### src/rtl/uart_tx.sv
// rtl/uart_tx.sv - configurable UART transmitter (baud, data width, parity, stop bits, cts handshake)
module uart_tx #(
  parameter int CLK_FREQ = 50_000_000
) (
  input  logic       clk,
  input  logic       rst,
  input  logic [7:0] controls,
  input  logic [7:0] data,
  input  logic       start,
  input  logic       cts,
  output logic       tx,
  output logic       busy,
  output logic       done
);

  localparam int DIV_7200   = CLK_FREQ / 7200;
  localparam int DIV_9600   = CLK_FREQ / 9600;
  localparam int DIV_19200  = CLK_FREQ / 19200;
  localparam int DIV_115200 = CLK_FREQ / 115200;
  localparam int CW         = $clog2(DIV_7200 + 1);

  typedef enum logic [2:0] {IDLE, WAIT_CTS, START, DATA, PARITY, STOP} state_t;

  state_t        state;
  logic [CW-1:0] cnt;
  logic [CW-1:0] div_l;
  logic [CW-1:0] div_sel;
  logic [2:0]    idx;
  logic [2:0]    nlast;
  logic [7:0]    data_l;
  logic [7:0]    mask;
  logic          stop2;
  logic          pen;
  logic          pmode;
  logic          second_stop;
  logic          fin;
  logic          cts_q1;
  logic          cts_q2;
  logic          bit_end;
  logic          par;

  always_comb begin
    div_sel = CW'(DIV_115200);
    mask    = 8'hFF;
    case (controls[7:6])
      2'b00:   div_sel = CW'(DIV_7200);
      2'b01:   div_sel = CW'(DIV_9600);
      2'b10:   div_sel = CW'(DIV_19200);
      default: div_sel = CW'(DIV_115200);
    endcase
    case (controls[3:2])
      2'b00:   mask = 8'h1F;
      2'b01:   mask = 8'h3F;
      2'b10:   mask = 8'h7F;
      default: mask = 8'hFF;
    endcase
  end

  assign bit_end = (cnt == div_l - CW'(1));
  // Unused upper data bits are masked off at latch time, so they cannot reach parity.
  assign par     = (^data_l) ^ ~pmode;

  // Outputs are registered from the current state, so every line value lags the state by one cycle.
  always_ff @(posedge clk or negedge rst) begin
    if (!rst) begin
      state       <= IDLE;
      cnt         <= '0;
      div_l       <= '0;
      idx         <= '0;
      nlast       <= '0;
      data_l      <= '0;
      stop2       <= 1'b0;
      pen         <= 1'b0;
      pmode       <= 1'b0;
      second_stop <= 1'b0;
      fin         <= 1'b0;
      cts_q1      <= 1'b0;
      cts_q2      <= 1'b0;
      tx          <= 1'b1;
      busy        <= 1'b0;
      done        <= 1'b0;
    end else begin
      cts_q1 <= cts;
      cts_q2 <= cts_q1;
      done   <= 1'b0;
      case (state)
        IDLE: begin
          tx          <= 1'b1;
          busy        <= 1'b0;
          done        <= fin;
          fin         <= 1'b0;
          cnt         <= '0;
          idx         <= '0;
          second_stop <= 1'b0;
          if (start) begin
            data_l <= data & mask;
            div_l  <= div_sel;
            nlast  <= 3'd4 + {1'b0, controls[3:2]};
            stop2  <= controls[5];
            pen    <= controls[0];
            pmode  <= controls[1];
            state  <= (controls[4] && !cts_q2) ? WAIT_CTS : START;
          end
        end
        WAIT_CTS: begin
          tx   <= 1'b1;
          busy <= 1'b1;
          if (cts_q2) state <= START;
        end
        START: begin
          tx   <= 1'b0;
          busy <= 1'b1;
          if (bit_end) state <= DATA;
        end
        DATA: begin
          tx   <= data_l[idx];
          busy <= 1'b1;
          if (bit_end) begin
            if (idx == nlast) begin
              idx   <= '0;
              state <= pen ? PARITY : STOP;
            end else begin
              idx <= idx + 3'd1;
            end
          end
        end
        PARITY: begin
          tx   <= par;
          busy <= 1'b1;
          if (bit_end) state <= STOP;
        end
        STOP: begin
          tx   <= 1'b1;
          busy <= 1'b1;
          if (bit_end) begin
            if (stop2 && !second_stop) begin
              second_stop <= 1'b1;
            end else begin
              state <= IDLE;
              fin   <= 1'b1;
            end
          end
        end
        default: state <= IDLE;
      endcase
      if (state == START || state == DATA || state == PARITY || state == STOP)
        cnt <= bit_end ? '0 : cnt + CW'(1);
    end
  end

endmodule

### config.mk
export PLATFORM = sky130hd
export DESIGN_NAME = uart_tx
export DESIGN_NICKNAME = d
export VERILOG_FILES = /design/src/rtl/uart_tx.sv
export SDC_FILE = /design/constraint.sdc
export NUM_CORES = 1
export LEC_CHECK = 0
export ABC_AREA = 1
export CORE_MARGIN = 2
export CORE_UTILIZATION = 35
export DETAILED_ROUTE_END_ITERATION = 10
export HOLD_SLACK_MARGIN = 0.02
export PLACE_DENSITY_LB_ADDON = 0.08
export SLEW_MARGIN = 5
export SYNTH_ARGS = -nofsm -noshare
export SYNTH_HDL_FRONTEND = slang
export SYNTH_SLANG_ARGS = --single-unit
### constraint.sdc
create_clock -name clk -period 2.46 [get_ports clk]
set_input_delay 0.492 -clock clk [delete_from_list [all_inputs] [get_ports clk]]
set_output_delay 0.492 -clock clk [all_outputs]
set_load 0.1 [all_outputs]
**Word level (Yosys, flattened, before mapping)**

Cells that the tools add are included.

- Bitwise gates (word level): 3
- Add/sub/neg operators: 4
- Magnitude comparators: 1
- Reductions and logical operators: 23
- Mux-type cells: 30
- Eq/ne operators: 20

Operators with widths:

| cell | count |
|---|---|
| $mux 13 | 3 |
| $pmux 13 s3 | 1 |
| $mux 3 | 10 |
| $pmux 8 s3 | 1 |
| $ne 2x2->1 const B | 9 |
| $pmux 3 s6 | 1 |
| $add 13x1->13 const B | 1 |
| $eq 13x13->1 | 1 |
| $sub 13x1->13 const B | 1 |
| $and 8x8->8 | 1 |
| $reduce_and 8->1 | 1 |
| $reduce_bool 2->1 | 4 |
| $reduce_xor 8->1 | 1 |
| $mux 1 | 7 |
| $eq 3x2->1 const B | 2 |
| $eq 3x3->1 const B | 2 |
| $pmux 1 s2 | 3 |
| $pmux 3 s2 | 1 |
| $reduce_and 3->1 | 2 |
| $reduce_or 5->1 | 1 |
| $eq 2x1->1 const B | 2 |
| $eq 2x2->1 const B | 2 |
| $logic_not 2->1 | 2 |
| $lt 3x4->1 const B | 1 |
| 16 further kinds | 21 |

- Bits in registers: 53
- Output and inout port bits: 3
- Input bits: 20

**Longest topological paths before layout**

- Depth after elaboration: 5
- Mapped depth: 16

**Least setup slack after synthesis**

OpenSTA, ideal clock, no wires.

- Path kind: register to register
- Start point: register div_l[7]
- End point: register state[2]
- Library setup time: 0.065 ns
- Arrival time: 1.751 ns
- Stages on the path, launching flop included: 14
- Period minus slack after synthesis: 1.816 ns
- Setup slack: 0.644 ns
- Data required time: 2.395 ns
- Path buffers: 1
- Cell sequence: dfrtp_1 -> inv_2 -> ha_1 -> xnor2_1 -> nor2_1 -> nand2_1 -> nor2_1 -> nand2_1 -> nor2_4 -> nand3_2 -> nand2_2 -> buf_6 -> nand3_1 -> nand2_1

- Longest elaborated chain between the ends: 4

Ends and longest elaborated chain:

| item | RTL line | source |
|---|---|---|
| start, declared | 26 | `logic [CW-1:0] div_l;` |
| start signal, assigned | 97 | `div_l <= div_sel;` |
| $sub 13x1->13 * | 59 | `assign bit_end = (cnt == div_l - CW'(1));` |
| $eq 13x13->1 * | 59 |  |
| $ne 2x2->1 (no line) | - |  |
| $reduce_and 8->1 (no line) * | - |  |
| end signal, assigned | 102 | `state <= (controls[4] && !cts_q2) ? WAIT_CTS : START;` |
| end signal, assigned | 121 | `state <= pen ? PARITY : STOP;` |
| end, declared | 24 | `state_t state;` |

Mark *: on every way between the ends. The rest lies on a longest branch, timed or not.
A chain may end at the register's enable or synchronous reset.

**Final worst setup path**

Ends and elaborated chain as after synthesis.

==> flow_summary.yaml <==
power_and_ir_drop:
  finalPower_mw: 3.87
  powerDensity_mw_per_mm2: 1120
  p_leak_nw: 1.62
  ir_worst_vdd_mv: 0.496
timing:
  finalCriticalPeriod_ns: 2.17
  post-route-period-util_pct: 88.3
  fin_tns_setup_ns: 0
  rsz0062_at_grt: "no"
  finalSetupViolCount: 0
  hold_viol: 0
  slew_headroom_pct: 63.6
  worstMarginPinSlew_ns: 0.546
  fin_skew_ns: 0.00641
  final_max_slew_viol_count: 0
  max_freq_mhz: 461
placed_design:
  gp_congestion: 0.852
  dp_hpwl_mm: 5.74
  portBuffers: 22
  place_inst: 527
finish:
  drive_gt1_share_pct: 7.91
  fin_cells: 535
  diodes: 0
  fin_nets: 457
  syn_to_final_growth_pct: 15.5
routing:
  vias: 2634
  wl_met1_mm: 3.50
  wl_met3_um: 176
  drc: 0
  wirelength_mm: 7.34
  viasPerCell: 4.92
  dr.pass1.iters: 4
  route.met2.wl_mm: 3.55
  drtAntennaViolNets: 0
  drt_iter0_markers: 111
  wl_per_cell_um: 13.7
  highest_layer: "met4"
cts:
  cts.clk_slew.worst_paths_ns: 0.09
  cts_num_sinks: 49
  cts_hold_buf: 0
  root_buffer: "clkbuf_8"
  cts_buffers: 5
  cts_tree: "built"
  cts_max_level: 2
  post_cts.repair.setup_buffers: 0
  clkLatencyLatePin_ns: 0.30
  cts-resized-gates: 0
  cts.path.max_buffers: 2
yosys:
  yosys_warnings: 0
  syn_area_mm2: 0.00299
  yosys-mux-area-fraction_pct: 0
  syn_avg_cell_area_um2: 7.43
  synthSimpleGateAreaFrac_pct: 29.9
  synthDistinctLibCells: 32
  synth_top_family_by_area: "simple AND/OR/NAND/NOR gates"
  synth_xor_area_share_pct: 7.62
  ys_seq_area_share_pct: 41.1
  synth_fa_ha_area_share_pct: 3.35
  ys_ff_latch: 49
  synth_compound_area_share_pct: 10.1
  syn-num-nets: 430
  synthCells: 402
worst_setup_path:
  cp_max_fo: 13
  crit_top_cell: "nand2_1"
  reg2reg_slack_ns: 0.29
  arrival_ns: 2.37
  crit_type: "reg -> reg"
  cp.required_ns: 2.66
  path_delay_family: "simple AND/OR/NAND/NOR gates"
  critPathBufInv: 1
  critPathMaxStageDelay_ns: 0.47
  worstSetupStartpointType: "flip-flop"
  critPathSlowestCell: "dfrtp_1"
  path_cells: "inv_2 > ha_1 > nand3_1 > nor2_2 > nand2_1 > nand3_1 > nand2_1 > nor2_2 > nand3_2 > nand2_4 > nand2_1 > nand2_1 > nand2_1"
  cp-end-kind: "flip-flop"
grt:
  grt_max_degree: 24
  grt_usage_pct: 17.3
  overflow: 0
  antenna_found_initial: 0
  grt_pass1_vias: 2480
  grt_pass1_wl_mm: 12.3
floorplanning:
  coreArea_mm2: 0.00826
  ioPinCount: 23
  start_util_pct: 36.2
  num_rows: 33
  fp.dieW_um: 96.4
  dieArea_mm2: 0.00929
  die_y_um: 96.4
flow_run:
  maxCapViolCount: 0
run_status:
  status: "finished clean"
worst_hold_path:
  hold_path_class: "in -> async"
[flip-flops by register name, indices dropped and copies added, names as in the netlist]
name         cells
tx               1
cnt             13
idx              3
fin              1
state            3
data_l           8
nlast            3
pen              1
done             1
cts_q2           1
stop2            1
busy             1
pmode            1
second_stop      1
div_l            9
cts_q1           1
[cells in the mapped netlist, drive strengths merged]
master,n,area [um2]
a21oi,6,30.0
a22oi,1,7.51
and3,1,6.26
buf,4,26.3
clkbuf,3,11.3
dfrtp,48,1200
dfstp,1,26.3
ha,8,100
inv,54,203
nand2,120,458
nand3,31,160
nand3b,2,15.0
nand4,6,37.5
nor2,37,156
nor3,6,40.0
nor4,2,12.5
o211ai,6,45.0
o21ai,24,120
o221ai,1,8.76
o22ai,13,81.3
o31ai,1,7.51
or2,1,6.26
xnor2,13,114
xor2,13,114
[cells by family after synthesis]
| logic type | Yosys count |
|---|---|
| adders and majority gates | 8 |
| and+or+nand+nor | 206 |
| xor gates and xnor gates | 26 |
| buffers and inverters | 61 |
| DFF | 49 |
| AOI/OAI and AO/OA | 52 |
[cells in the final DEF (no fill, tap or decap), drive strengths merged, types with 8 or more instances in the layout]
master | Yosys | final
xor2 | 13 | 13
ha | 8 | 8
clkdlybuf4s50 | 0 | 18
nand2 | 120 | 120
dfrtp | 48 | 48
o21ai | 24 | 24
inv | 54 | 54
xnor2 | 13 | 13
o22ai | 13 | 13
nand3 | 31 | 31
nor2 | 37 | 37
buf | 4 | 9
[power breakdown]
group          switching (mW)  internal [mW]  total [mW]
sequential              0.261           1.06        1.32
combinational            1.25          0.715        1.97
clock                   0.282          0.302       0.584
[layout make-up]
class | count | area [um2]
Fill cell | 867 | 4810
Multi-Input combinational cell | 292 | 1530
Sequential cell | 49 | 1230
Timing Repair Buffer | 27 | 258
Inverter | 54 | 203
Tap cell | 105 | 131
Clock buffer | 6 | 72.6
Clock inverter | 2 | 35.0
[path summary, 6_finish.rpt]
kind                       startpoint  endpoint  cells after the start
min                               rst    cnt[9]                      1
max                          div_l[7]  state[2]                     13
min reg2reg                    cts_q1    cts_q2                      0
min in group clk               cts_q1    cts_q2                      0
max in group asynchronous         rst  div_l[8]                      2
max reg2reg                  div_l[7]  state[2]                     13
[per-layer routing]
metal | global-route usage, % | up-vias
met5 | 0 | -
met4 | 5.05 | 0
met3 | 2.56 | 11
met2 | 28.9 | 42
met1 | 23.4 | 1234
li1 | - | 1347
[metrics by stage]
stage	area (um2)	utilization, %	hold WS [ns]	setup WS [ns]
5_1_grt	3450	41.8	0.190	0.0331
3_3_place_gp	3340	40.4	0.337	0.340
6_report	3450	41.8	0.158	0.289
3_5_place_dp	3340	40.4	0.341	0.261
2_1_floorplan	2990	-	0.196	0.644
4_1_cts	3450	41.7	0.174	0.236
Power figures use the tool's default switching activity.
